### config.mk
export PLATFORM = sky130hd
export DESIGN_NAME = pipe_stage_elastic
export DESIGN_NICKNAME = d
export VERILOG_FILES = /design/src/rtl/pipe_stage_elastic_pkg.sv /design/src/rtl/pipe_stage_elastic_pipe_entry.sv /design/src/rtl/pipe_stage_elastic.sv
export SDC_FILE = /design/constraint.sdc
export NUM_CORES = 1
export LEC_CHECK = 0
export BUFFER_PORTS_ARGS = -buffer_cell sky130_fd_sc_hd__buf_4
export CAP_MARGIN = 15
export CORE_UTILIZATION = 50
export CTS_BUF_LIST = sky130_fd_sc_hd__clkbuf_4
export CTS_CLUSTER_DIAMETER = 120
export DETAILED_ROUTE_END_ITERATION = 8
export PLACE_DENSITY = 0.73
export SYNTH_ARGS = -nofsm -noshare
export SYNTH_HDL_FRONTEND = slang
export SYNTH_SLANG_ARGS = --single-unit
### constraint.sdc
create_clock -name clk -period 4.75 [get_ports clk]
set_input_delay 0.2375 -clock clk [delete_from_list [all_inputs] [get_ports clk]]
set_output_delay 0.2375 -clock clk [all_outputs]
set_load 0.01 [all_outputs]
### src/rtl/pipe_stage_elastic_pkg.sv
// Shared constants and helpers for the elastic pipeline stage: bubble values,
// register-zero index and the saturating Tnew decrement.
package pipe_stage_elastic_pkg;

    localparam int          TNEW_MAX_DEFAULT = 7;
    localparam logic [31:0] NOP_WORD         = 32'h0;
    localparam logic [31:0] BUBBLE_PC        = 32'h0;
    localparam logic [4:0]  REG_ZERO         = 5'd0;
    localparam int          MAIN             = 0;
    localparam int          SKID             = 1;
    localparam int          N_ENTRY          = 2;

    // Tnew counts down towards 0 and sticks there.
    function automatic int unsigned sat_dec(input int unsigned value);
        return (value > 32'd0) ? value - 32'd1 : 32'd0;
    endfunction

endpackage

### src/rtl/pipe_stage_elastic_pipe_entry.sv
// One stage entry: valid bit plus instr/pc/payload/wreg/tnew, with
// clear (to bubble), load and tnew aging controls. clear wins over load.
module pipe_entry
    import pipe_stage_elastic_pkg::*;
#(
    parameter int DATA_W   = 128,
    parameter int TNEW_W   = 3,
    parameter int TNEW_MAX = TNEW_MAX_DEFAULT
) (
    input  logic              clk,
    input  logic              reset,
    input  logic              clear,
    input  logic              load,
    input  logic              age,
    input  logic              d_valid,
    input  logic [31:0]       d_instr,
    input  logic [31:0]       d_pc,
    input  logic [DATA_W-1:0] d_data,
    input  logic [4:0]        d_wreg,
    input  logic [TNEW_W-1:0] d_tnew,
    output logic              q_valid,
    output logic [31:0]       q_instr,
    output logic [31:0]       q_pc,
    output logic [DATA_W-1:0] q_data,
    output logic [4:0]        q_wreg,
    output logic [TNEW_W-1:0] q_tnew
);

    logic              valid_reg;
    logic [31:0]       instr_reg;
    logic [31:0]       pc_reg;
    logic [DATA_W-1:0] data_reg;
    logic [4:0]        wreg_reg;
    logic [TNEW_W-1:0] tnew_reg;

    always_ff @(posedge clk) begin
        if (reset || clear) begin
            valid_reg <= 1'b0;
            instr_reg <= NOP_WORD;
            pc_reg    <= BUBBLE_PC;
            data_reg  <= '0;
            wreg_reg  <= REG_ZERO;
            tnew_reg  <= TNEW_W'(TNEW_MAX);
        end else if (load) begin
            valid_reg <= d_valid;
            instr_reg <= d_instr;
            pc_reg    <= d_pc;
            data_reg  <= d_data;
            wreg_reg  <= d_wreg;
            tnew_reg  <= d_tnew;
        end else if (age && valid_reg) begin
            tnew_reg  <= TNEW_W'(sat_dec(32'(tnew_reg)));
        end
    end

    assign q_valid = valid_reg;
    assign q_instr = instr_reg;
    assign q_pc    = pc_reg;
    assign q_data  = data_reg;
    assign q_wreg  = wreg_reg;
    assign q_tnew  = tnew_reg;

endmodule

### src/rtl/pipe_stage_elastic.sv
// Elastic MIPS inter-stage register: MAIN + SKID entries, valid/ready handshake,
// flush, saturating Tnew and forwarding tap. Define PIPE_TNEW_AGE_EN to age held entries.
module pipe_stage_elastic
    import pipe_stage_elastic_pkg::*;
#(
    parameter int DATA_W   = 128,
    parameter int TNEW_W   = 3,
    parameter int TNEW_MAX = TNEW_MAX_DEFAULT,
    parameter int FWD_LSB  = 32
) (
    input  logic              clk,
    input  logic              reset,
    input  logic              flush,
    input  logic              in_valid,
    output logic              in_ready,
    input  logic [31:0]       in_instr,
    input  logic [31:0]       in_pc,
    input  logic [DATA_W-1:0] in_data,
    input  logic [4:0]        in_wreg,
    input  logic [TNEW_W-1:0] in_tnew,
    output logic              out_valid,
    input  logic              out_ready,
    output logic [31:0]       out_instr,
    output logic [31:0]       out_pc,
    output logic [DATA_W-1:0] out_data,
    output logic [4:0]        out_wreg,
    output logic [TNEW_W-1:0] out_tnew,
    output logic              fwd_en,
    output logic [31:0]       fwd_val
);

`ifdef PIPE_TNEW_AGE_EN
    localparam bit AGE_EN = 1'b1;
`else
    localparam bit AGE_EN = 1'b0;
`endif

    logic [N_ENTRY-1:0] load_vec;
    logic [N_ENTRY-1:0] clear_vec;
    logic [N_ENTRY-1:0] age_vec;
    logic               main_from_skid;
    logic               accept_fire;
    logic               rel_fire;
    logic [TNEW_W-1:0]  cap_tnew;

    logic              d_valid [N_ENTRY];
    logic [31:0]       d_instr [N_ENTRY];
    logic [31:0]       d_pc    [N_ENTRY];
    logic [DATA_W-1:0] d_data  [N_ENTRY];
    logic [4:0]        d_wreg  [N_ENTRY];
    logic [TNEW_W-1:0] d_tnew  [N_ENTRY];
    logic              q_valid [N_ENTRY];
    logic [31:0]       q_instr [N_ENTRY];
    logic [31:0]       q_pc    [N_ENTRY];
    logic [DATA_W-1:0] q_data  [N_ENTRY];
    logic [4:0]        q_wreg  [N_ENTRY];
    logic [TNEW_W-1:0] q_tnew  [N_ENTRY];

    // in_ready depends only on registered SKID state, so back-pressure never
    // forms a combinational path from out_ready.
    assign in_ready    = !q_valid[SKID];
    assign accept_fire = in_valid && in_ready;
    assign rel_fire    = q_valid[MAIN] && out_ready;
    assign cap_tnew    = TNEW_W'(sat_dec(32'(in_tnew)));

    always_comb begin
        load_vec       = '0;
        clear_vec      = '0;
        main_from_skid = 1'b0;
        if (flush) begin
            clear_vec = '1;
        end else if (!q_valid[MAIN]) begin
            load_vec[MAIN] = accept_fire;
        end else if (rel_fire) begin
            if (q_valid[SKID]) begin
                load_vec[MAIN]  = 1'b1;
                main_from_skid  = 1'b1;
                clear_vec[SKID] = 1'b1;
            end else if (accept_fire) begin
                load_vec[MAIN]  = 1'b1;
            end else begin
                clear_vec[MAIN] = 1'b1;
            end
        end else begin
            load_vec[SKID] = accept_fire;
        end
    end

    // Held entries age; a MAIN<-SKID move carries tnew unchanged.
    assign age_vec = {N_ENTRY{AGE_EN && !rel_fire}};

    always_comb begin
        d_valid[SKID] = 1'b1;
        d_instr[SKID] = in_instr;
        d_pc[SKID]    = in_pc;
        d_data[SKID]  = in_data;
        d_wreg[SKID]  = in_wreg;
        d_tnew[SKID]  = cap_tnew;
        d_valid[MAIN] = 1'b1;
        d_instr[MAIN] = main_from_skid ? q_instr[SKID] : in_instr;
        d_pc[MAIN]    = main_from_skid ? q_pc[SKID]    : in_pc;
        d_data[MAIN]  = main_from_skid ? q_data[SKID]  : in_data;
        d_wreg[MAIN]  = main_from_skid ? q_wreg[SKID]  : in_wreg;
        d_tnew[MAIN]  = main_from_skid ? q_tnew[SKID]  : cap_tnew;
    end

    generate
        for (genvar gi = 0; gi < N_ENTRY; gi++) begin : g_entry
            pipe_entry #(
                .DATA_W   (DATA_W),
                .TNEW_W   (TNEW_W),
                .TNEW_MAX (TNEW_MAX)
            ) u_entry (
                .clk     (clk),
                .reset   (reset),
                .clear   (clear_vec[gi]),
                .load    (load_vec[gi]),
                .age     (age_vec[gi]),
                .d_valid (d_valid[gi]),
                .d_instr (d_instr[gi]),
                .d_pc    (d_pc[gi]),
                .d_data  (d_data[gi]),
                .d_wreg  (d_wreg[gi]),
                .d_tnew  (d_tnew[gi]),
                .q_valid (q_valid[gi]),
                .q_instr (q_instr[gi]),
                .q_pc    (q_pc[gi]),
                .q_data  (q_data[gi]),
                .q_wreg  (q_wreg[gi]),
                .q_tnew  (q_tnew[gi])
            );
        end
    endgenerate

    assign out_valid = q_valid[MAIN];
    assign out_instr = q_instr[MAIN];
    assign out_pc    = q_pc[MAIN];
    assign out_data  = q_data[MAIN];
    assign out_wreg  = q_wreg[MAIN];
    assign out_tnew  = q_tnew[MAIN];
    assign fwd_en    = q_valid[MAIN] && (q_wreg[MAIN] != REG_ZERO) && (q_tnew[MAIN] == '0);
    assign fwd_val   = q_data[MAIN][FWD_LSB +: 32];

endmodule

==> implementation parameters <==
Parameter                              Value

Run status
  Outcome ... complete, no violations

Logic synthesis
  Synthesized area ... 18,400 um2
  Synthesized netlist net count ... ~2,300
  Post-Synthesis Mean Instance Area ... 8.66 um2
  Number of warnings issued by yosys ... 0
  Post-synthesis sequential element count ... 402
  Synth Area in Compound Gates ... 34.3%
  Largest family of logic cells by synthesized area ... compound AO/OA/AOI/OAI gates
  Post-synthesis simple-gate area fraction ... approximately a tenth
  Synth top area share ... between 40% and 50%
  Sequential fraction of the synthesis area ... between 40% and 50%
  Share of synthesized cell area in full adder, half adder and majority cells ... less than 1%
  Number of flops mapped to enable cells by yosys ... 0
  Multiplexer fraction of the synthesized cell area ... 0.109%
  Area leader, netlist ... sky130_fd_sc_hd__dfxtp_1
  Parity-gate share of the synthesized area counting xor and xnor cells ... 0%
  Async set-or-reset flop fraction in the synthesized netlist ... 0%
  Top post-synthesis cells by area ... sky130_fd_sc_hd__dfxtp_1 44%, sky130_fd_sc_hd__a221oi_1 13%, sky130_fd_sc_hd__a221oi_2 9.8%
  Distinct cells, synth ... 35
  Leading register cell type out of synthesis ... sky130_fd_sc_hd__dfxtp_1
  Gate count after technology mapping ... 2,130

Drt
  Number of iterations in the first detailed-routing pass ... 8
  Remaining antenna violation count ... 0
  Routed via count divided by cell count ... about 6.2
  # DRC ... 0
  Routed wire length ... 65.9 mm
  Number of design-rule violations left by the first detailed-router iteration ... about 1,800
  Wire length per cell ... 20.9 um
  Total number of vias ... approximately 20,000

GRT
  Wire length of the first global-routing pass ... about 100 mm
  Maximum number of pins on one net before global-route repair ... 201
  Global route total overflow ... 0
  Antenna violations before repair ... 5
  Global-route usage over all layers ... 33.3%
  Number of global-route vias before repair ... 19,100

Finish
  Fraction of final layout cells sized beyond drive strength 1 ... 28.5%
  Area growth from synthesis to layout ... 34.1%
  Final-stage net count ... 2,820

Clock network
  Insertion delay to the later sink of the worst-skew pair ... 0.80 ns
  TritonCTS buffer count ... 105
  CTS HTree Levels ... 3
  Bufs on Longest Clock Path ... 3
  Post-CTS setup-driven buffer insertion count ... 0
  Cell at the root of the clock tree ... sky130_fd_sc_hd__clkbuf_4
  CTS tree ... done
  Worst-path clk slew ... 0.06 ns
  Number of clock sinks seen by CTS ... 402

STA
  Final setup skew ... 0.0443 ns
  Setup repair after global routing missed its margin ... false
  Headroom to the max-slew limit ... 19.0%
  Fmax achieved ... 318 MHz
  Final number of hold-violating endpoints ... 0
  Slew at the pin closest to its max-slew limit ... around 1.2 ns
  Final count of pins violating max slew ... 0
  Min setup slack post-route ... 1.60 ns
  Final sum of negative setup slack ... 0 ns
  Number of endpoints failing setup at the final stage ... 0
  Tmin final ... 3.15 ns
  Final Hold Slack ... roughly 0.27 ns
  Final period utilization ... 66.2%

Power and ir drop
  Pwr/cell area ... 308 nW/um2
  Maximum resistive drop on vdd ... 0.175 mV
  Leak Pwr ... 9.58 nW

Setup path
  Critical path cell sequence ... nand2_4 > buf_4 > o2111a_1 > a22oi_1 > dlygate4sd3_1
  Largest stage delay, worst path ... 0.88 ns
  Required arrival time at the worst endpoint ... 5.42 ns
  Type of the worst setup path ... flop to flop
  Cell with the biggest individual delay on the critical path ... sky130_fd_sc_hd__buf_4
  Count of buffer and inverter cells on the critical path ... 2
  Gate family responsible for the most delay along the worst path ... buffers and inverters
  Critical Path Fanout Max ... 83
  Startpoint kind of the worst setup timing path ... flop
  Critical Path Sink Type ... flop
  Data arrival time of the critical path ... roughly 3.8 ns

Place
  HPWL after DPL ... about 34 mm
  Worst-case setup slack after placement ... 1.88 ns
  Port Buf Inserts ... 439
  Routability cong. ... between 0.8 and 0.9

Die
  DIE AREA ... 37,700 um2
  Std-Cell Core Area ... roughly 36,000 um2
  Y dimension of the die ... 194 um
  Initial cell density of the core ... between 50% and 60%
  Count of boundary I/O pins ... 440
  Row count ... a little under 70
  Die width ... 194 um

Run
  Number of max-cap violations ... 0

Min path
  Hold Crit Class ... primary input to flop
kinds of logic after synthesis:
logic type	Yosys count
flip-flops	402
AND/OR/NAND/NOR	414
AO/OA/AOI/OAI	808
multiplexers	2
adder cells (fa/ha/maj)	2
buffers and inverters	502
registers in the layout (all words and copies together) (netlist names):
signal / cells
g_entry.u_entry.q_data: 256
g_entry.u_entry.q_wreg: 10
g_entry.u_entry.q_pc: 64
g_entry.u_entry.q_valid: 2
g_entry.u_entry.q_tnew: 6
g_entry.u_entry.q_instr: 64
layout by cell type (no fill, tap or decap), drive strengths merged, types with 2 or more instances in the layout:
cell type / netlist / final
a21oi: 200 / 200
a221oi: 395 / 395
a22oi: 2 / 2
buf: 108 / 464
bufinv: 0 / 3
clkbuf: 189 / 162
clkinv: 0 / 11
dfxtp: 402 / 402
diode: 0 / 6
dlygate4sd3: 0 / 209
ha: 2 / 2
inv: 205 / 208
mux2i: 2 / 2
nand2: 199 / 199
nand3: 200 / 200
nor2: 6 / 6
nor3b: 2 / 2
o211ai: 2 / 2
o21ai: 200 / 200
o311ai: 2 / 2
per-layer routing:
layer	track usage [%]	up-vias	share of wire, %
met2	54.7	1174	48
met1	40.6	9407	38
li1	-	8831	-
met3	8.19	179	9.7
met5	0	-	0
met4	16.4	0	3.8
cell usage after synthesis (all sizes together) (2+ instances only):
library cell  instances
o21ai               200
nand2               199
inv                 205
ha                    2
nor3b                 2
a221oi              395
a22oi                 2
o311ai                2
dfxtp               402
nor2                  6
mux2i                 2
buf                 108
clkbuf              189
nand3               200
a21oi               200
o211ai                2
stage by stage:
stage | instance area (um2) | utilization [%] | total power [mW] | std cells
after global placement | 21300 | 59.2 | 4.39 | 2758
after global routing | 24700 | 68.9 | 7.91 | 3151
after detailed placement | 21300 | 59.2 | 4.40 | 2758
after CTS | 24700 | 68.9 | 7.63 | 3146
after floorplan | 18400 | - | 4.02 | 2130
final | 24700 | 68.9 | 7.61 | 3152
tightest hold or removal path: stages:
cell and delay [ns]:
sky130_fd_sc_hd__dlygate4sd3_1 0.53, sky130_fd_sc_hd__buf_4 0.13, sky130_fd_sc_hd__nand2_1 0.05, sky130_fd_sc_hd__a221oi_1 0.06
path summary, 6_finish.rpt:
kind	endpoint	depth (start not counted)	startpoint	slack [ns]
setup / recovery	g_entry[0].u_entry.q_tnew[2]	5	g_entry[0].u_entry.q_valid	1.60
setup reg to reg	g_entry[0].u_entry.q_tnew[2]	5	g_entry[0].u_entry.q_valid	1.60
hold reg to reg	g_entry[0].u_entry.q_data[76]	2	g_entry[0].u_entry.q_data[76]	0.46
hold / removal	g_entry[0].u_entry.q_instr[10]	4	in_instr[10]	0.27
final cells by class:
class	instances	area [um2]
flip-flops and latches	402	8050
well taps	461	577
clock buffers	162	1220
diodes	6	15.0
inverters	205	769
clock inverters	17	143
multi-input cells	1226	8290
repair buffers	673	5690
fillers	2713	11200
power by group:
| part | leakage, nW | total, mW | internal (mW) | switching, mW |
|---|---|---|---|---|
| combinational | 5.51 | 1.01 | 0.450 | 0.557 |
| sequential | 3.25 | 3.48 | 3.43 | 0.0468 |
| clock | 0.818 | 3.12 | 1.69 | 1.43 |
| total | 9.58 | 7.61 | 5.58 | 2.04 |
what timing repair did:
action	CTS	global route
hold buffers	209	0
endpoints found under the setup margin	0	0
resized for setup	0	0
hold endpoints to repair	400	0
Note: power is estimated with default switching activity, not from simulation.
